--- src/rtl/wrr_burst_arbiter_pkg.sv ---
// Shared types for the weighted round-robin burst arbiter.
// Holds the FSM state enum and the pointer wrap helper.
package wrr_burst_arbiter_pkg;

  typedef enum logic {
    IDLE  = 1'b0,
    BURST = 1'b1
  } state_e;

  function automatic int unsigned next_ptr(
    int unsigned o,
    int unsigned n
  );
    return (o == n - 1) ? 0 : o + 1;
  endfunction

endpackage

--- src/rtl/rr_arb_tree.sv ---
// Round-robin selector: first requester at or after rr_i wins.
// Ports: rr_i start index, req_i/gnt_o per input, req_o/gnt_i/data_o/idx_o out.
module rr_arb_tree #(
  parameter int unsigned NumIn     = 4,
  parameter int unsigned DataWidth = 32,
  parameter bit          ExtPrio   = 1'b1,
  parameter bit          FairArb   = 1'b0,
  parameter bit          AxiVldRdy = 1'b0,
  localparam int unsigned IdxWidth =
    (NumIn > 1) ? $clog2(NumIn) : 1
) (
  input  logic [IdxWidth-1:0]  rr_i,
  input  logic [NumIn-1:0]     req_i,
  output logic [NumIn-1:0]     gnt_o,
  input  logic [DataWidth-1:0] data_i [NumIn],
  output logic                 req_o,
  input  logic                 gnt_i,
  output logic [DataWidth-1:0] data_o,
  output logic [IdxWidth-1:0]  idx_o
);

  logic [IdxWidth-1:0] start;
  logic [IdxWidth-1:0] sel;
  logic                found;

  // Without an external or fair pointer the scan is fixed priority.
  assign start = (ExtPrio || FairArb) ? rr_i : '0;

  always_comb begin
    int unsigned k;
    logic [IdxWidth-1:0] kk;
    k     = 0;
    kk    = '0;
    sel   = start;
    found = 1'b0;
    for (int unsigned i = 0; i < NumIn; i++) begin
      k  = (32'(start) + i) % NumIn;
      kk = IdxWidth'(k);
      if (!found && req_i[kk]) begin
        found = 1'b1;
        sel   = kk;
      end
    end
  end

  always_comb begin
    gnt_o = '0;
    if (found) begin
      gnt_o[sel] = AxiVldRdy ? gnt_i
                             : (gnt_i & req_i[sel]);
    end
  end

  assign req_o  = |req_i;
  assign data_o = data_i[sel];
  assign idx_o  = sel;

endmodule

--- src/rtl/wrr_burst_arbiter.sv ---
// Weighted round-robin arbiter that locks the port for a whole burst.
// Ports: req_i/gnt_o/data_i/last_i up, req_o/gnt_i/data_o/last_o down, busy_o, err_o.
module wrr_burst_arbiter
  import wrr_burst_arbiter_pkg::*;
#(
  parameter int unsigned NumIn       = 4,
  parameter int unsigned DataWidth   = 32,
  parameter int unsigned WeightWidth = 4,
  parameter int unsigned MaxBeats    = 256,
  localparam int unsigned IdxWidth =
    (NumIn > 1) ? $clog2(NumIn) : 1
) (
  input  logic                                clk_i,
  input  logic                                rst_ni,
  input  logic                                flush_i,
  input  logic [NumIn-1:0][WeightWidth-1:0]   weight_i,
  input  logic [NumIn-1:0]                    req_i,
  output logic [NumIn-1:0]                    gnt_o,
  input  logic [DataWidth-1:0]                data_i [NumIn],
  input  logic [NumIn-1:0]                    last_i,
  output logic                                req_o,
  input  logic                                gnt_i,
  output logic [DataWidth-1:0]                data_o,
  output logic                                last_o,
  output logic [IdxWidth-1:0]                 idx_o,
  output logic                                busy_o,
  output logic                                err_o
);

  localparam int unsigned BeatWidth = $clog2(MaxBeats + 1);

  state_e                 state_q, state_d;
  logic [IdxWidth-1:0]    ptr_q, ptr_d;
  logic [IdxWidth-1:0]    owner_q, owner_d;
  logic [WeightWidth-1:0] cnt_q, cnt_d;
  logic [BeatWidth-1:0]   beat_q, beat_d;
  logic                   err_q, err_d;

  logic [NumIn-1:0]       arb_gnt;
  logic                   arb_req;
  logic [DataWidth-1:0]   arb_data;
  logic [IdxWidth-1:0]    arb_idx;

  logic                   hs;
  logic                   wdog;
  logic [WeightWidth:0]   cnt_inc;
  logic [WeightWidth:0]   quota;
  logic                   quota_done;
  logic [IdxWidth-1:0]    end_ptr;
  logic [WeightWidth-1:0] end_cnt;

  rr_arb_tree #(
    .NumIn     (NumIn),
    .DataWidth (DataWidth),
    .ExtPrio   (1'b1),
    .FairArb   (1'b0),
    .AxiVldRdy (1'b0)
  ) u_rr (
    .rr_i   (ptr_q),
    .req_i  (req_i),
    .gnt_o  (arb_gnt),
    .data_i (data_i),
    .req_o  (arb_req),
    .gnt_i  (gnt_i),
    .data_o (arb_data),
    .idx_o  (arb_idx)
  );

  always_comb begin
    req_o  = 1'b0;
    gnt_o  = '0;
    idx_o  = arb_idx;
    data_o = arb_data;
    if (state_q == BURST) begin
      idx_o  = owner_q;
      data_o = data_i[owner_q];
    end
    last_o = last_i[idx_o];
    if (!flush_i) begin
      if (state_q == BURST) begin
        req_o          = req_i[owner_q];
        gnt_o[owner_q] = gnt_i & req_i[owner_q];
      end else begin
        req_o = arb_req;
        gnt_o = arb_gnt;
      end
    end
  end

  assign hs   = req_o && gnt_i;
  assign wdog = (32'(beat_q) + 32'd1) == MaxBeats;

  // Burst-end accounting for the currently selected input.
  always_comb begin
    cnt_inc    = {1'b0, cnt_q} + (WeightWidth + 1)'(1);
    quota      = (weight_i[idx_o] == '0)
               ? (WeightWidth + 1)'(1)
               : {1'b0, weight_i[idx_o]};
    quota_done = cnt_inc >= quota;
    end_ptr    = quota_done
               ? IdxWidth'(next_ptr(32'(idx_o), NumIn))
               : idx_o;
    end_cnt    = quota_done ? '0 : cnt_inc[WeightWidth-1:0];
  end

  always_comb begin
    state_d = state_q;
    ptr_d   = ptr_q;
    cnt_d   = cnt_q;
    beat_d  = beat_q;
    owner_d = owner_q;
    err_d   = 1'b0;
    if (flush_i) begin
      state_d = IDLE;
      ptr_d   = '0;
      cnt_d   = '0;
      beat_d  = '0;
      owner_d = '0;
    end else if (hs) begin
      unique case (state_q)
        IDLE: begin
          if (last_o) begin
            ptr_d = end_ptr;
            cnt_d = end_cnt;
          end else begin
            state_d = BURST;
            owner_d = idx_o;
            beat_d  = BeatWidth'(1);
          end
        end
        BURST: begin
          beat_d = beat_q + BeatWidth'(1);
          if (last_o || wdog) begin
            state_d = IDLE;
            beat_d  = '0;
            ptr_d   = end_ptr;
            cnt_d   = end_cnt;
            err_d   = !last_o;
          end
        end
        default: ;
      endcase
    end
  end

  always_ff @(posedge clk_i or negedge rst_ni) begin
    if (!rst_ni) begin
      state_q <= IDLE;
      ptr_q   <= '0;
      cnt_q   <= '0;
      beat_q  <= '0;
      owner_q <= '0;
      err_q   <= 1'b0;
    end else begin
      state_q <= state_d;
      ptr_q   <= ptr_d;
      cnt_q   <= cnt_d;
      beat_q  <= beat_d;
      owner_q <= owner_d;
      err_q   <= err_d;
    end
  end

  assign busy_o = (state_q == BURST);
  assign err_o  = err_q;

endmodule
--- config.mk ---
export PLATFORM = sky130hd
export DESIGN_NAME = wrr_burst_arbiter
export DESIGN_NICKNAME = d
export VERILOG_FILES = /design/src/rtl/wrr_burst_arbiter_pkg.sv /design/src/rtl/rr_arb_tree.sv /design/src/rtl/wrr_burst_arbiter.sv
export SDC_FILE = /design/constraint.sdc
export NUM_CORES = 1
export LEC_CHECK = 0
export CAP_MARGIN = 10
export CORE_MARGIN = 2
export CORE_UTILIZATION = 38
export DETAILED_ROUTE_END_ITERATION = 8
export GPL_TIMING_DRIVEN = 1
export PLACE_DENSITY = 0.83
export SYNTH_ARGS = -nofsm -noshare
export SYNTH_HDL_FRONTEND = slang
export SYNTH_SLANG_ARGS = --single-unit
--- constraint.sdc ---
create_clock -name clk_i -period 3.5 [get_ports clk_i]
set_input_delay 0.35 -clock clk_i [delete_from_list [all_inputs] [get_ports clk_i]]
set_output_delay 0.35 -clock clk_i [all_outputs]
set_load 0.005 [all_outputs]
==> reports/qor.txt <==
pre-CTS setup slack: -0.539 ns
clk_lat worst skew: 0.27 ns
via count: 4489
GP Congestion: 0.838
R2R Setup Slk: 0.05 ns
hold path start: beat_q[8]$_DFFE_PN0P_
floorplan core area: 0.0102 sq mm
first-pass GRT wire length: 22.8 mm
synthesis-to-layout area growth: 66.5%
Max Cap Viol: 0
Routed WL: 14.3 mm
CP most frequent cell: a21o_1
layout cells sized above 1: 0.246
fin nets: 809
vias in the first global route: 4771
Filler cells: 824
CP Cell Sequence: buf_6 -> a21oi_4 -> nor3_4 -> o41ai_2 -> buf_4 -> mux2_2 -> o21ai_2 -> a31o_4 -> ha_4 -> nand2b_4 -> a21o_1 -> a21o_1 -> a21oi_2 -> nand2_1 -> or3_4 -> o2bb2ai_2
root buf cell: clkbuf_8
DRT iter0 DRCs: 183
Starting Density: 0.385
post-synthesis area per instance: 9.16 sq um
CTS tree: built
top post-synthesis cells by area: mux4_2, mux2i_1, dfrtp_1, mux2_2, o21ai_0
chip width: 106 um
Slew headroom: 0.394
Worst Setup Start Kind: flip-flop
Antenna diodes: 0
Reg clk slew, reported paths: 0.08 ns
Final Hold Vio Count: 0
Slowest cell on crit path: dfrtp_1
Hold Slack: 0.559 ns
I/O pin total: 198
WL/cell: 18.3 um
# rows: 37
synthesized instance count: 428
post-synth net total: 590
Final Critical Period: 3.45 ns
total die area: 0.0111 sq mm
Layout Skew: 0.0103 ns
post-DP HPWL: 10.8 mm
CTS Hold Buffers Added: 0
Crit path buffers/inverters: 2
# clock sinks: 19
Worst setup startpoint: ptr_q[1]$_DFFE_PN0P_
Yosys top cell by area: mux4_2
largest net degree at the start of global routing: 45
RR Startpoint: ptr_q[1]$_DFFE_PN0P_
Synth Cell Area: 0.00392 sq mm
Power Density: 350 mW/mm^2
Netlist cell types: 63
Post-synth EDFFs: 0
grt ovf: 0
Die Y: 106 um
Slew @ Worst Pin: 0.906 ns
Max Buffers Root-to-Sink: 2
synthesized flop and latch total: 19
initial antenna violation count: 0
most common cell after layout, fill and taps aside: clkdlybuf4s50_1
Pre-antenna DRT Iters: 5
worst hold path type: flip-flop to flip-flop
WS Path Type: flip-flop to flip-flop
total track usage: 0.249
Yosys top cell area share: 0.195
CTS H-tree depth: 1
commonest non-fill, non-tap cells in the layout: clkdlybuf4s50_1, mux2i_1, nand2_1
Via density: 5.74
Critical Path RT: 3.70 ns
Setup-failing EPs final: 0
TritonCTS buffer count: 3
dominant synthesized flop cell: dfrtp_1
crit path max fanout: 5
Pleak: 2.85 nW
run status: complete, no violations
max-slew violation count: 0
Ys Warns: 0
fmax: 290 MHz
worst setup margin: 0.0503 ns
DR DRC count: 0
Worst path max stage delay: 0.42 ns
RSZ-0062 raised after global routing: true
crit share post-route: 0.986
worst vdd ir: 0.214 mV
Top delay family on crit path: compound AO/OA/AOI/OAI gates
IO Port Bufs: 197
DRT antenna net count: 0
critical path data arrival time: 3.65 ns
CP endpoint kind: flip-flop
sequential-to-total area share from yosys stat: 0.121
FFs w/ async S/R, synth: 1.00
==> metal layers <==
metal | global-route usage | part of all wire | vias to the layer above
li1 | - | - | 2092
met1 | 0.285 | 0.39 | 2160
met2 | 0.461 | 0.52 | 195
met3 | 0.0322 | 0.060 | 42
met4 | 0.106 | 0.034 | 0
met5 | 0 | 0 | -
==> power breakdown <==
part,internal (W),switching (W),leakage (nW)
sequential,0.000245,0.0000418,0.258
combinational,0.00105,0.000780,2.57
clock,0.0000795,0.0000838,0.0255
==> cell usage after synthesis, types with 2 or more instances <==
library cell  instances
a211oi_1              5
a21o_1                6
a21oi_1               8
a21oi_2               2
a22o_1                3
a22oi_1               3
a311o_1               2
a31o_2                3
a31oi_1               2
and2_1                5
and3_1                3
and3b_1               2
buf_1                 4
buf_2                 7
buf_4                 4
clkbuf_1             18
dfrtp_1              19
ha_1                  6
inv_1                12
mux2_2               36
mux2_4                2
mux2i_1              68
mux4_2               34
nand2_1              56
nand2b_1              5
nand3_1               4
nor2_1                9
nor3_1                3
nor3_2                2
nor3b_1               3
nor4_1                2
o211ai_1              2
o21ai_0              43
o21ai_1               3
o2bb2ai_1             3
o31ai_1               5
o32ai_1               2
o41ai_1               3
or2_2                 2
or3_1                 2
xnor2_1               3
==> cell type report <==
cell class | instances | area, sq um | area share
tap | 136 | 170 | 0.0261
multi-input combinational | 363 | 3350 | 0.513
clock inverter | 1 | 5.00 | 0.000766
timing repair buffer | 248 | 2440 | 0.374
inverter | 12 | 45.0 | 0.00690
clock buffer | 3 | 41.3 | 0.00632
sequential | 19 | 478 | 0.0732
==> kinds of logic after synthesis <==
group,synth area share
compound gates,0.177
flops,0.121
simple gates,0.142
buf+inv,0.0520
mux,0.480
xor+xnor,0.00894
fa+ha+maj,0.0191
==> timing repair <==
item,in CTS,in global routing
cloned,3,0
pin swaps,4,13
setup endpoints to repair,40,11
setup buffers,8,4
gates resized for setup,45,26
==> sequential cells by signal, indices dropped and copies added, names as in the netlist <==
register	flops
beat_q	9
ptr_q	2
err_o	1
busy_o	1
cnt_q	4
owner_q	2
==> path summary, 6_finish.rpt <==
| path | endpoint | depth (start not counted) |
|---|---|---|
| max in group asynchronous | owner_q[1]$_DFFE_PN0P_ | 1 |
| min reg2reg | beat_q[8]$_DFFE_PN0P_ | 1 |
| max | cnt_q[2]$_DFFE_PN0P_ | 16 |
| max reg2reg | cnt_q[2]$_DFFE_PN0P_ | 16 |
| min | beat_q[8]$_DFFE_PN0P_ | 1 |
| min in group asynchronous | beat_q[6]$_DFFE_PN0P_ | 1 |
==> through the flow <==
stage / TNS [ns] / area, sq um / power (W) / instances / util
after floorplan: 0 / 3930 / 0.00124 / 428 / -
after global placement: -6.11 / 6230 / 0.00198 / 763 / 0.612
after detailed placement: -9.18 / 6230 / 0.00203 / 763 / 0.612
after CTS: -0.0355 / 6400 / 0.00221 / 778 / 0.628
after global routing: -0.157 / 6530 / 0.00244 / 782 / 0.641
final: 0 / 6530 / 0.00228 / 782 / 0.641
Power figures use the tool's default switching activity.
